--- config.mk ---
export PLATFORM = sky130hd
export DESIGN_NAME = pipe_ctrl_flat
export DESIGN_NICKNAME = d
export VERILOG_FILES = /design/src/rtl/pigro_pkg.sv /design/src/rtl/pipe_ctrl_if.sv /design/src/rtl/sat_counter.sv /design/src/rtl/pipe_ctrl.sv /design/src/flat_wrapper.sv
export SDC_FILE = /design/constraint.sdc
export NUM_CORES = 1
export LEC_CHECK = 0
export CORE_AREA = 5 5 70 72
export DETAILED_ROUTE_END_ITERATION = 12
export DIE_AREA = 0 0 75 77
export PLACE_DENSITY_LB_ADDON = 0.2
export SLEW_MARGIN = 25
export SYNTH_ARGS = -nofsm -noshare
export SYNTH_HDL_FRONTEND = slang
export SYNTH_SLANG_ARGS = --single-unit
--- constraint.sdc ---
create_clock -name clk -period 4.4 [get_ports clk]
set_input_delay 0.88 -clock clk [delete_from_list [all_inputs] [get_ports clk]]
set_output_delay 0.88 -clock clk [all_outputs]
set_load 0.01 [all_outputs]
--- src/rtl/pigro_pkg.sv ---
// Shared PIGRO pipeline definitions: controller states, datapath widths and the
// opcode encodings that upstream decode turns into ld_ex / halt_wb.
package pigro_pkg;

  localparam int PIGRO_AW  = 4;
  localparam int PIGRO_PCW = 5;
  localparam int PIGRO_OPW = 4;

  localparam logic [PIGRO_OPW-1:0] OP_LOAD = 4'h8;
  localparam logic [PIGRO_OPW-1:0] OP_HALT = 4'hF;

  typedef enum logic [1:0] {
    RUN     = 2'd0,
    LDSTALL = 2'd1,
    FLUSH   = 2'd2,
    HALT    = 2'd3
  } pc_state_e;

  function automatic logic is_load(input logic [PIGRO_OPW-1:0] op);
    return op == OP_LOAD;
  endfunction

  function automatic logic is_halt(input logic [PIGRO_OPW-1:0] op);
    return op == OP_HALT;
  endfunction

endpackage

--- src/rtl/pipe_ctrl_if.sv ---
// Hazard/sequencing bundle between the pipeline datapath (master) and pipe_ctrl (slave).
// Stage tags: _re = read stage, _ex = execute, _wb = writeback.
interface pipe_ctrl_if #(
  parameter int AW   = pigro_pkg::PIGRO_AW,
  parameter int PCW  = pigro_pkg::PIGRO_PCW,
  parameter int CNTW = 16
);
  logic            ld_ex;
  logic [AW-1:0]   dadd_ex;
  logic [AW-1:0]   add_a_re;
  logic [AW-1:0]   add_b_re;
  logic            use_a_re;
  logic            use_b_re;
  logic            br_taken_ex;
  logic [PCW-1:0]  bta_ex;
  logic            halt_wb;

  logic            stall_fe;
  logic            stall_re;
  logic            bubble_ex;
  logic            flush_fe;
  logic            flush_re;
  logic            pc_load;
  logic [PCW-1:0]  pc_target;
  logic            halted;
  logic [CNTW-1:0] stall_cnt;
  logic [CNTW-1:0] flush_cnt;

  modport master (
    output ld_ex, dadd_ex, add_a_re, add_b_re, use_a_re, use_b_re,
           br_taken_ex, bta_ex, halt_wb,
    input  stall_fe, stall_re, bubble_ex, flush_fe, flush_re,
           pc_load, pc_target, halted, stall_cnt, flush_cnt
  );

  modport slave (
    input  ld_ex, dadd_ex, add_a_re, add_b_re, use_a_re, use_b_re,
           br_taken_ex, bta_ex, halt_wb,
    output stall_fe, stall_re, bubble_ex, flush_fe, flush_re,
           pc_load, pc_target, halted, stall_cnt, flush_cnt
  );

endinterface

--- src/rtl/sat_counter.sv ---
// Saturating event counter: +1 per cycle with en high, sticks at all-ones.
// Synchronous clear has priority; the value is visible the cycle after the event.
module sat_counter #(
  parameter int W = 16
) (
  input  logic         clk,
  input  logic         clear,
  input  logic         en,
  output logic [W-1:0] cnt
);

  always_ff @(posedge clk) begin
    if (clear) begin
      cnt <= '0;
    end else if (en && (cnt != {W{1'b1}})) begin
      cnt <= cnt + 1'b1;
    end
  end

endmodule

--- src/rtl/pipe_ctrl.sv ---
// PIGRO hazard/sequencing controller: load-use stalls, taken-branch redirect, HALT freeze.
// Controls are Mealy (same-cycle); state and event counters update on the clock edge.
module pipe_ctrl
  import pigro_pkg::*;
#(
  parameter int AW        = PIGRO_AW,
  parameter int PCW       = PIGRO_PCW,
  parameter int CNTW      = 16,
  parameter int LD_STALL  = 1,
  parameter int FLUSH_CYC = 1
) (
  input logic       clk,
  input logic       rst,
  pipe_ctrl_if.slave pif
);

  localparam int MAXC = (LD_STALL > FLUSH_CYC) ? LD_STALL : FLUSH_CYC;
  localparam int CW   = (MAXC > 1) ? $clog2(MAXC) : 1;

  pc_state_e state, state_nxt;
  logic [CW-1:0] cnt, cnt_nxt;

  logic [AW-1:0]  dadd, add_a, add_b;
  logic [PCW-1:0] bta;
  logic           hz;
  logic           stall, bubble, flush, pc_load, halted;
  logic           stall_inc;
  logic [CNTW-1:0] stall_cnt, flush_cnt;

  assign dadd  = pif.dadd_ex;
  assign add_a = pif.add_a_re;
  assign add_b = pif.add_b_re;
  assign bta   = pif.bta_ex;

  // Every register address is a real register, so r0 matches like any other.
  assign hz = pif.ld_ex & ((pif.use_a_re & (add_a == dadd)) |
                           (pif.use_b_re & (add_b == dadd)));

  always_ff @(posedge clk) begin
    if (rst) begin
      state <= RUN;
      cnt   <= '0;
    end else begin
      state <= state_nxt;
      cnt   <= cnt_nxt;
    end
  end

  always_comb begin
    state_nxt = state;
    cnt_nxt   = cnt;
    stall     = 1'b0;
    bubble    = 1'b0;
    flush     = 1'b0;
    pc_load   = 1'b0;
    halted    = 1'b0;
    unique case (state)
      RUN: begin
        if (pif.halt_wb) begin
          stall     = 1'b1;
          bubble    = 1'b1;
          state_nxt = HALT;
        end else if (pif.br_taken_ex) begin
          pc_load   = 1'b1;
          flush     = 1'b1;
          state_nxt = FLUSH;
          cnt_nxt   = CW'(FLUSH_CYC - 1);
        end else if (hz) begin
          stall  = 1'b1;
          bubble = 1'b1;
          // The RUN cycle is the first stall cycle, so LDSTALL covers the remainder.
          if (LD_STALL > 1) begin
            state_nxt = LDSTALL;
            cnt_nxt   = CW'(LD_STALL - 2);
          end
        end
      end
      LDSTALL: begin
        stall  = 1'b1;
        bubble = 1'b1;
        if (pif.halt_wb) begin
          state_nxt = HALT;
        end else if (cnt == '0) begin
          state_nxt = RUN;
        end else begin
          cnt_nxt = cnt - 1'b1;
        end
      end
      FLUSH: begin
        bubble = 1'b1;
        if (pif.halt_wb) begin
          state_nxt = HALT;
        end else if (cnt == '0) begin
          state_nxt = RUN;
        end else begin
          cnt_nxt = cnt - 1'b1;
        end
      end
      HALT: begin
        stall  = 1'b1;
        bubble = 1'b1;
        halted = 1'b1;
      end
      default: state_nxt = RUN;
    endcase
    if (rst) begin
      stall   = 1'b0;
      bubble  = 1'b0;
      flush   = 1'b0;
      pc_load = 1'b0;
      halted  = 1'b0;
    end
  end

  assign stall_inc = stall & (state != HALT);

  sat_counter #(.W(CNTW)) u_stall_cnt (
    .clk   (clk),
    .clear (rst),
    .en    (stall_inc),
    .cnt   (stall_cnt)
  );

  sat_counter #(.W(CNTW)) u_flush_cnt (
    .clk   (clk),
    .clear (rst),
    .en    (pc_load),
    .cnt   (flush_cnt)
  );

  assign pif.stall_fe  = stall;
  assign pif.stall_re  = stall;
  assign pif.bubble_ex = bubble;
  assign pif.flush_fe  = flush;
  assign pif.flush_re  = flush;
  assign pif.pc_load   = pc_load;
  assign pif.pc_target = pc_load ? bta : '0;
  assign pif.halted    = halted;
  assign pif.stall_cnt = stall_cnt;
  assign pif.flush_cnt = flush_cnt;

endmodule

--- src/flat_wrapper.sv ---
// flat-port wrapper written by rule: the top's interface ports become plain ports
module pipe_ctrl_flat import pigro_pkg::*;
#(
  parameter int AW        = PIGRO_AW,
  parameter int PCW       = PIGRO_PCW,
  parameter int CNTW      = 16,
  parameter int LD_STALL  = 1,
  parameter int FLUSH_CYC = 1
)
  (clk, rst, pif_ld_ex, pif_dadd_ex, pif_add_a_re, pif_add_b_re, pif_use_a_re, pif_use_b_re, pif_br_taken_ex, pif_bta_ex, pif_halt_wb, pif_stall_fe, pif_stall_re, pif_bubble_ex, pif_flush_fe, pif_flush_re, pif_pc_load, pif_pc_target, pif_halted, pif_stall_cnt, pif_flush_cnt);
  pipe_ctrl_if #(.AW(AW), .PCW(PCW), .CNTW(CNTW)) pif_i ();
  input logic clk;
  input logic rst;
  input wire logic [$bits(pif_i.ld_ex)-1:0] pif_ld_ex;
  input wire logic [$bits(pif_i.dadd_ex)-1:0] pif_dadd_ex;
  input wire logic [$bits(pif_i.add_a_re)-1:0] pif_add_a_re;
  input wire logic [$bits(pif_i.add_b_re)-1:0] pif_add_b_re;
  input wire logic [$bits(pif_i.use_a_re)-1:0] pif_use_a_re;
  input wire logic [$bits(pif_i.use_b_re)-1:0] pif_use_b_re;
  input wire logic [$bits(pif_i.br_taken_ex)-1:0] pif_br_taken_ex;
  input wire logic [$bits(pif_i.bta_ex)-1:0] pif_bta_ex;
  input wire logic [$bits(pif_i.halt_wb)-1:0] pif_halt_wb;
  output wire logic [$bits(pif_i.stall_fe)-1:0] pif_stall_fe;
  output wire logic [$bits(pif_i.stall_re)-1:0] pif_stall_re;
  output wire logic [$bits(pif_i.bubble_ex)-1:0] pif_bubble_ex;
  output wire logic [$bits(pif_i.flush_fe)-1:0] pif_flush_fe;
  output wire logic [$bits(pif_i.flush_re)-1:0] pif_flush_re;
  output wire logic [$bits(pif_i.pc_load)-1:0] pif_pc_load;
  output wire logic [$bits(pif_i.pc_target)-1:0] pif_pc_target;
  output wire logic [$bits(pif_i.halted)-1:0] pif_halted;
  output wire logic [$bits(pif_i.stall_cnt)-1:0] pif_stall_cnt;
  output wire logic [$bits(pif_i.flush_cnt)-1:0] pif_flush_cnt;
  assign pif_i.ld_ex = pif_ld_ex;
  assign pif_i.dadd_ex = pif_dadd_ex;
  assign pif_i.add_a_re = pif_add_a_re;
  assign pif_i.add_b_re = pif_add_b_re;
  assign pif_i.use_a_re = pif_use_a_re;
  assign pif_i.use_b_re = pif_use_b_re;
  assign pif_i.br_taken_ex = pif_br_taken_ex;
  assign pif_i.bta_ex = pif_bta_ex;
  assign pif_i.halt_wb = pif_halt_wb;
  assign pif_stall_fe = pif_i.stall_fe;
  assign pif_stall_re = pif_i.stall_re;
  assign pif_bubble_ex = pif_i.bubble_ex;
  assign pif_flush_fe = pif_i.flush_fe;
  assign pif_flush_re = pif_i.flush_re;
  assign pif_pc_load = pif_i.pc_load;
  assign pif_pc_target = pif_i.pc_target;
  assign pif_halted = pif_i.halted;
  assign pif_stall_cnt = pif_i.stall_cnt;
  assign pif_flush_cnt = pif_i.flush_cnt;
  pipe_ctrl #(.AW(AW), .PCW(PCW), .CNTW(CNTW), .LD_STALL(LD_STALL), .FLUSH_CYC(FLUSH_CYC)) u_core (.clk(clk), .rst(rst), .pif(pif_i));
endmodule
==> impl_metrics.csv, run 1 <==
group,metric,value,unit
sta,fmax,269,MHz
setup_path,path_max_fanout,3,
floorplan,start_util,0.462,
detailed_routing,vias,1872,
floorplan,dieArea,5780,um^2
synth,ys_types,42,
layout,syn_to_final_growth,40.4,%
detailed_routing,viasPerCell,5.32,
run_status,status,"finished, final reports clean",
cts,clk_pin_slew_worst_paths,0.07,ns
grt,grt_max_degree,40,
cts,cts_buffer_depth,2,
layout,drive_gt1_frac,0.0700,
synth,synth-compound-area-share,0.114,
setup_path,worst-path-buf-inv,2,
cts,cts_buffers,5,
detailed_routing,wl_met1,2150,um
setup_path,r2r_cells,7,
placed_design,dp_hpwl,3410,um
setup_path,crit_required,3.52,ns
sta,fin_tns_setup,0,ns
floorplan,core,4230,um^2
placed_design,io_buffers,67,
worst_hold_path,hold_path.class,"reg2reg",
sta,fin_crit,3.72,ns
sta,rsz0062_at_grt,"false",
sta,setup_viol,0,
sta,relSlewSlack,0.472,
cts,root_buffer,"clkbuf_8",
grt,grt_usage,0.157,
placed_design,gp_congestion,0.782,
sta,finalClockSkew,0.00742,ns
layout,antenna_cells,0,
power_and_ir_drop,leakage,0.953,nW
setup_path,cp.depth,8,
grt,grt_pass1_wl,7360,um
grt,antenna_found_initial,0,
setup_path,r2r-start,"u_core.state[0]",
setup_path,r2r_end,"u_core.u_stall_cnt.cnt[11]",
setup_path,crit_chain,"clkdlybuf4s50_1 -> xor2_1 -> nor3_2 -> a41oi_1 -> nand2_1 -> a211oi_1 -> nor3_1 -> clkdlybuf4s50_1",
synth,synth_top_family_by_area,"simple AND/OR/NAND/NOR gates",
detailed_routing,drtAntennaViolNets,0,
synth,syn_inst,236,
detailed_routing,dr.max_layer_used,"met4",
grt,overflow,0,
floorplan,pin_count,68,
setup_path,cp-endpoint,"pif_stall_fe",
setup_path,crit_top_cell,"clkdlybuf4s50_1",
synth,synth_simple_gate_area_frac,0.319,
cts,cts_hold_buf,0,
detailed_routing,drc,0,
synth,ys_seq_elements,34,
synth,netlist_area,1960,um^2
setup_path,crit_path_start_kind,"input pin",
sta,tightest_slew,0.791,ns
power_and_ir_drop,peakVddDrop,160,uV
detailed_routing,finalWirelength,4530,um
synth,seq_area_frac_synth,0.348,
detailed_routing,firstDrtPassIters,4,
synth,netlist.area_leader.share,0.348,
sta,slew_viol_final,0,
worst_hold_path,min_path_cells,2,
detailed_routing,met3_length,259,um
detailed_routing,dr_wl_met2,2080,um
cts,insertion_delay,0.28,ns
power_and_ir_drop,p_per_area,276,nW/um^2
synth,synthTopCellsByArea,"dfxtp_1, xor2_1, ha_1",
grt,grt_pass1_vias,1664,
synth,syn_nets,267,
setup_path,critical_path_class,"in2out",
floorplan,die_h,77,um
cts,cts.sinks,34,
detailed_routing,drt-initial-drc-count,116,
synth,synth_fa_ha_area_frac,0.0447,
setup_path,arrival,2.84,ns
detailed_routing,routedWlPerCell,12.9,um
cts,cts_setup_buffers,0,
setup_path,rrSetupSlack,1.74,ns
sta,post-route-period-util,0.845,
floorplan,rows,24,
synth,synthMuxAreaShare,0.0473,
synth,synth-xor-area-share,0.0805,
cts,htreeDepth,2,
setup_path,end_kind,"output port",
layout,nets,330,
layout,fillers,384,
layout,final_core_util,0.650,
setup_path,crit_start,"pif_dadd_ex[2]",
setup_path,max_stage_delay,0.51,ns
synth,yosys_warnings,0,
setup_path,crit_family,"buffers and inverters",
cts,tritoncts,"yes",
synth,avgSynthCellArea,8.30,um^2
setup_path,cp_slowest_cell,"clkdlybuf4s50_1",
cts,cts_resized,0,
sta,final_hold_viol_count,0,
job,maxCapViolations,0,
synth,yosysTopAreaCell,"dfxtp_1",
floorplan,die_width,75,um
## placed cells by master, fill, tap and decap left out, types with 9 or more instances in the layout
| master | Yosys | final |
|---|---|---|
| a21oi_1 | 9 | 9 |
| clkdlybuf4s50_1 | 0 | 67 |
| dfxtp_1 | 34 | 34 |
| nand2_1 | 19 | 19 |
| nand3_1 | 11 | 11 |
| nand4_1 | 11 | 11 |
| nor2_1 | 22 | 22 |
| nor2b_1 | 10 | 10 |
| xor2_1 | 12 | 12 |
## worst reg2reg max path, stage by stage, from the launching register on
cell and delay, ns:
dfxtp_1 0.34, inv_1 0.12, ha_1 0.28, nor2_1 0.09, nor4_2 0.50, nand2_1 0.42, or4b_2 0.69, a21oi_1 0.15
## synthesized netlist by cell type, drive strengths merged
master  number
o311ai       2
nor3         8
nand3       11
and3         4
and2         6
nand4       11
o31ai        5
o22ai        1
and3b        1
nor2        22
nor3b        2
or3          6
mux2i        1
a21oi        9
o211ai       3
clkbuf       5
inv          8
nand2       19
or4          5
or4b         1
mux2         7
o21bai       1
buf          7
xnor2        6
o21ai        8
ha           7
and4         1
xor2        12
a211oi       2
dfxtp       34
a31oi        1
a41oi        1
nor4         7
nor2b       10
o41ai        2
## logic make-up after synthesis
family	Yosys count
adder cells (fa/ha/maj)	7
multiplexers	8
AND/OR/NAND/NOR	114
buffers and inverters	20
XOR/XNOR	18
flip-flops	34
AO/OA/AOI/OAI	35
## how the worst min path moves through the flow
stage | start | endpoint
3_5_place_dp | u_core.u_stall_cnt.cnt[4] | u_core.u_stall_cnt.cnt[4]
5_1_grt | u_core.u_stall_cnt.cnt[4] | u_core.u_stall_cnt.cnt[4]
2_1_floorplan | u_core.state[0] | u_core.state[0]
6_report | u_core.u_stall_cnt.cnt[4] | u_core.u_stall_cnt.cnt[4]
4_1_cts | u_core.u_stall_cnt.cnt[4] | u_core.u_stall_cnt.cnt[4]
3_3_place_gp | u_core.u_stall_cnt.cnt[4] | u_core.u_stall_cnt.cnt[4]
## routing by layer
| layer | up-vias | track usage |
|---|---|---|
| li1 | 970 | - |
| met4 | 0 | 0.0480 |
| met5 | - | 0 |
| met2 | 45 | 0.232 |
| met1 | 851 | 0.218 |
| met3 | 6 | 0.0471 |
## final cells by class
class	count	area (um^2)	share of cell area
clock buffers	8	110	0.0400
multi-input cells	182	1190	0.431
repair buffers	68	678	0.247
flip-flops and latches	34	681	0.247
inverters	8	30.0	0.0109
well taps	52	65.1	0.0237
## state kept, by name (all words and copies together) (netlist names)
| name | count |
|---|---|
| u_core.u_stall_cnt.cnt | 16 |
| u_core.state | 2 |
| u_core.u_flush_cnt.cnt | 16 |
## where the power goes
| group | switching [mW] | internal [mW] |
|---|---|---|
| Sequential | 0.0122 | 0.317 |
| Combinational | 0.0829 | 0.0757 |
| Clock | 0.113 | 0.158 |
| Total | 0.209 | 0.551 |
## stage by stage
step	power (mW)	cell area [um^2]	cells	setup slack (ns)	hold WS, ns
2_1_floorplan	0.433	1960	236	1.51	0.484
3_3_place_gp	0.493	2640	344	0.681	0.463
3_5_place_dp	0.495	2640	344	0.681	0.478
4_1_cts	0.767	2750	352	0.657	0.492
5_1_grt	0.799	2750	352	0.453	0.519
6_report	0.760	2750	352	0.684	0.493
(Power assumes the default switching activity.)
==> run 2: changes to the inputs <==
--- a/config.mk
+++ b/config.mk
@@ -5,9 +5,9 @@
 export SDC_FILE = /design/constraint.sdc
 export NUM_CORES = 1
 export LEC_CHECK = 0
-export CORE_AREA = 5 5 70 72
+export CORE_AREA = 5 5 76 78
 export DETAILED_ROUTE_END_ITERATION = 12
-export DIE_AREA = 0 0 75 77
+export DIE_AREA = 0 0 81 83
 export PLACE_DENSITY_LB_ADDON = 0.2
 export SLEW_MARGIN = 25
 export SYNTH_ARGS = -nofsm -noshare
==> constraint.sdc (replaced) <==
create_clock -name clk -period 3.3 [get_ports clk]
set_input_delay 0.66 -clock clk [delete_from_list [all_inputs] [get_ports clk]]
set_output_delay 0.66 -clock clk [all_outputs]
set_load 0.01 [all_outputs]
==> run 2 against run 1 <==
  * Non-clock buffer count is 7 higher
  * Combinational power is 42% higher
  * Die area is 16% higher
  * Wire length is 5.6% higher
  * Cell area is 3.6% higher
  * Count of clock-buffer cells in the layout is 3 lower
  * Setup slack worse by 0.46 ns
  * Largest cell class unchanged
  * Highest routed layer unchanged
==> impl_metrics.csv, run 2 (synthesis results as in run 1) <==
group,metric,value,unit
run_status,status,"finished, final reports clean",
cts,insertion_delay,0.29,ns
sta,rsz0062_at_grt,"false",
sta,slew_viol_final,0,
layout,top_regs,"u_core.u_flush_cnt.cnt: 16 flops, u_core.u_stall_cnt.cnt: 16 flops, u_core.state: 2 flops",
job,maxCapViolations,0,
sta,finalClockSkew,0.00833,ns
setup_path,arrival,2.42,ns
detailed_routing,drtAntennaViolNets,0,
cts,root_buffer,"clkbuf_8",
sta,relSlewSlack,0.765,
worst_hold_path,hp-start,"u_core.u_stall_cnt.cnt[4]",
detailed_routing,vias,1913,
grt,grt_max_degree,26,
layout,nets,337,
layout,antenna_cells,0,
layout,stdcell_count,377,
cts,tritoncts,"yes",
detailed_routing,firstDrtPassIters,4,
setup_path,end_kind,"output port",
sta,tightest_slew,0.350,ns
grt,met1_usage,0.186,
setup_path,path_max_fanout,3,
floorplan,die_width,81,um
grt,grt_pass1_vias,1775,
power_and_ir_drop,seqPwrFrac,0.389,
setup_path,rrSetupSlack,1.10,ns
layout,fillers,476,
grt,grt_usage,0.146,
cts,cts_buffers,5,
worst_hold_path,min_path_cells,2,
floorplan,die_h,83,um
worst_hold_path,hold_path.class,"reg2reg",
placed_design,gp_congestion,0.761,
floorplan,pin_count,68,
setup_path,critical_path_class,"in2out",
power_and_ir_drop,p_clk_frac,0.411,
layout,syn_to_final_growth,45.6,%
setup_path,r2r-start,"u_core.state[0]",
floorplan,start_util,0.391,
sta,fmax,325,MHz
sta,setup_viol,0,
power_and_ir_drop,peakVddDrop,321,uV
layout,final_cell_mix,"clkdlybuf4s50_1, dfxtp_1, nor2_1",
cts,clk_pin_slew_worst_paths,0.07,ns
grt,antenna_found_initial,0,
grt,grt_pass1_wl,8020,um
power_and_ir_drop,combPwrFrac,0.199,
power_and_ir_drop,p_per_area,395,nW/um^2
grt,top_usage_layer,"met2",
detailed_routing,drc,0,
sta,fin_crit,3.08,ns
setup_path,crit_required,2.64,ns
detailed_routing,finalWirelength,4790,um
placed_design,dp_cells,369,
placed_design,dp_hpwl,3630,um
power_and_ir_drop,p_int,837,uW
cts,cts.sinks,34,
cts,cts_hold_buf,0,
cts,htreeDepth,2,
worst_hold_path,min_delay_worst_endpoint,"u_core.u_stall_cnt.cnt[4]",
grt,overflow,0,
cts,cts_setup_buffers,0,
floorplan,dieArea,6720,um^2
floorplan,core,5010,um^2
power_and_ir_drop,p_switching,290,uW
grt,use_met2,0.240,
setup_path,r2r_end,"u_core.u_stall_cnt.cnt[11]",
power_and_ir_drop,leakage,1.01,nW
detailed_routing,routedWlPerCell,12.7,um
grt,met3_usage,0.0379,
layout,mostFrequentLayoutCell,"clkdlybuf4s50_1",
sta,final_hold_viol_count,0,
detailed_routing,viasPerCell,5.07,
power_and_ir_drop,netSwitchingFraction,0.257,
power_and_ir_drop,total_power,1.13,mW
layout,drive_gt1_frac,0.0912,
setup_path,r2r_cells,7,
sta,post-route-period-util,0.932,
detailed_routing,drt-initial-drc-count,81,
setup_path,crit_path_start_kind,"input pin",
cts,cts_buffer_depth,2,
placed_design,io_buffers,67,
floorplan,rows,26,
==> run 2: cell types whose count changed in the layout (fill, tap and decap cells not counted), sizes merged <==
cell	delta
clkdlybuf4s50	-2
clkinv	+1
clkbuf	-3
bufinv	+2
dlygate4sd2	+2
buf	+7
==> run 2: how the worst max path moves through the flow <==
stage	start	to	slack, ns
finish	pif_dadd_ex[3]	pif_bubble_ex	0.22
global route	pif_dadd_ex[3]	pif_stall_fe	0.08
CTS	pif_dadd_ex[3]	pif_bubble_ex	0.21
detailed placement	pif_dadd_ex[3]	pif_stall_fe	-0.006
global placement	pif_dadd_ex[3]	pif_stall_re	-0.01
floorplan	pif_dadd_ex[3]	pif_stall_re	0.85
==> run 2: power groups by stage <==
stage	sequential (mW)	combinational (mW)	clock (mW)
after floorplan	0.448	0.128	0
after global placement	0.448	0.226	0
after detailed placement	0.448	0.229	0
after CTS	0.439	0.227	0.475
after global routing	0.441	0.251	0.496
final	0.439	0.225	0.464
==> run 2: cell type report <==
cell class	instances	area [um^2]	share of cell area
Multi-Input combinational cell	182	1190	0.416
Timing Repair Buffer	75	728	0.255
Sequential cell	34	681	0.239
Tap cell	70	87.6	0.0307
Clock buffer	5	68.8	0.0241
Clock inverter	3	68.8	0.0241
Inverter	8	30.0	0.0105
==> run 2: worst max-delay path: stages <==
cell and delay, ns:
clkdlybuf4s50_1 0.45, xor2_1 0.18, nor3_2 0.19, a41oi_1 0.17
a31oi_1 0.20, clkdlybuf4s50_1 0.57
==> run 2: routing by layer <==
| layer | up-vias | wire, um |
|---|---|---|
| li1 | 992 | - |
| met1 | 878 | 2230 |
| met2 | 39 | 2310 |
| met3 | 4 | 208 |
| met4 | 0 | 37 |
| met5 | - | 0 |
==> run 2: repair_timing <==
item	4_1_cts	5_1_grt
endpoints found under the hold margin	0	0
gates resized for setup	2	0
endpoints found under the setup margin	2	0
==> run 2: per-stage QoR <==
step                       util  TNS, ns  cell area (um^2)  worst slack [ns]  hold slack [ns]
after floorplan               -        0              1960             0.854            0.484
after global placement    0.542  -0.0191              2720          -0.00998            0.466
after detailed placement  0.542  -0.0107              2720          -0.00631            0.474
after CTS                 0.569        0              2850             0.211            0.485
after global routing      0.569        0              2850            0.0844            0.519
final                     0.569        0              2850             0.224            0.481
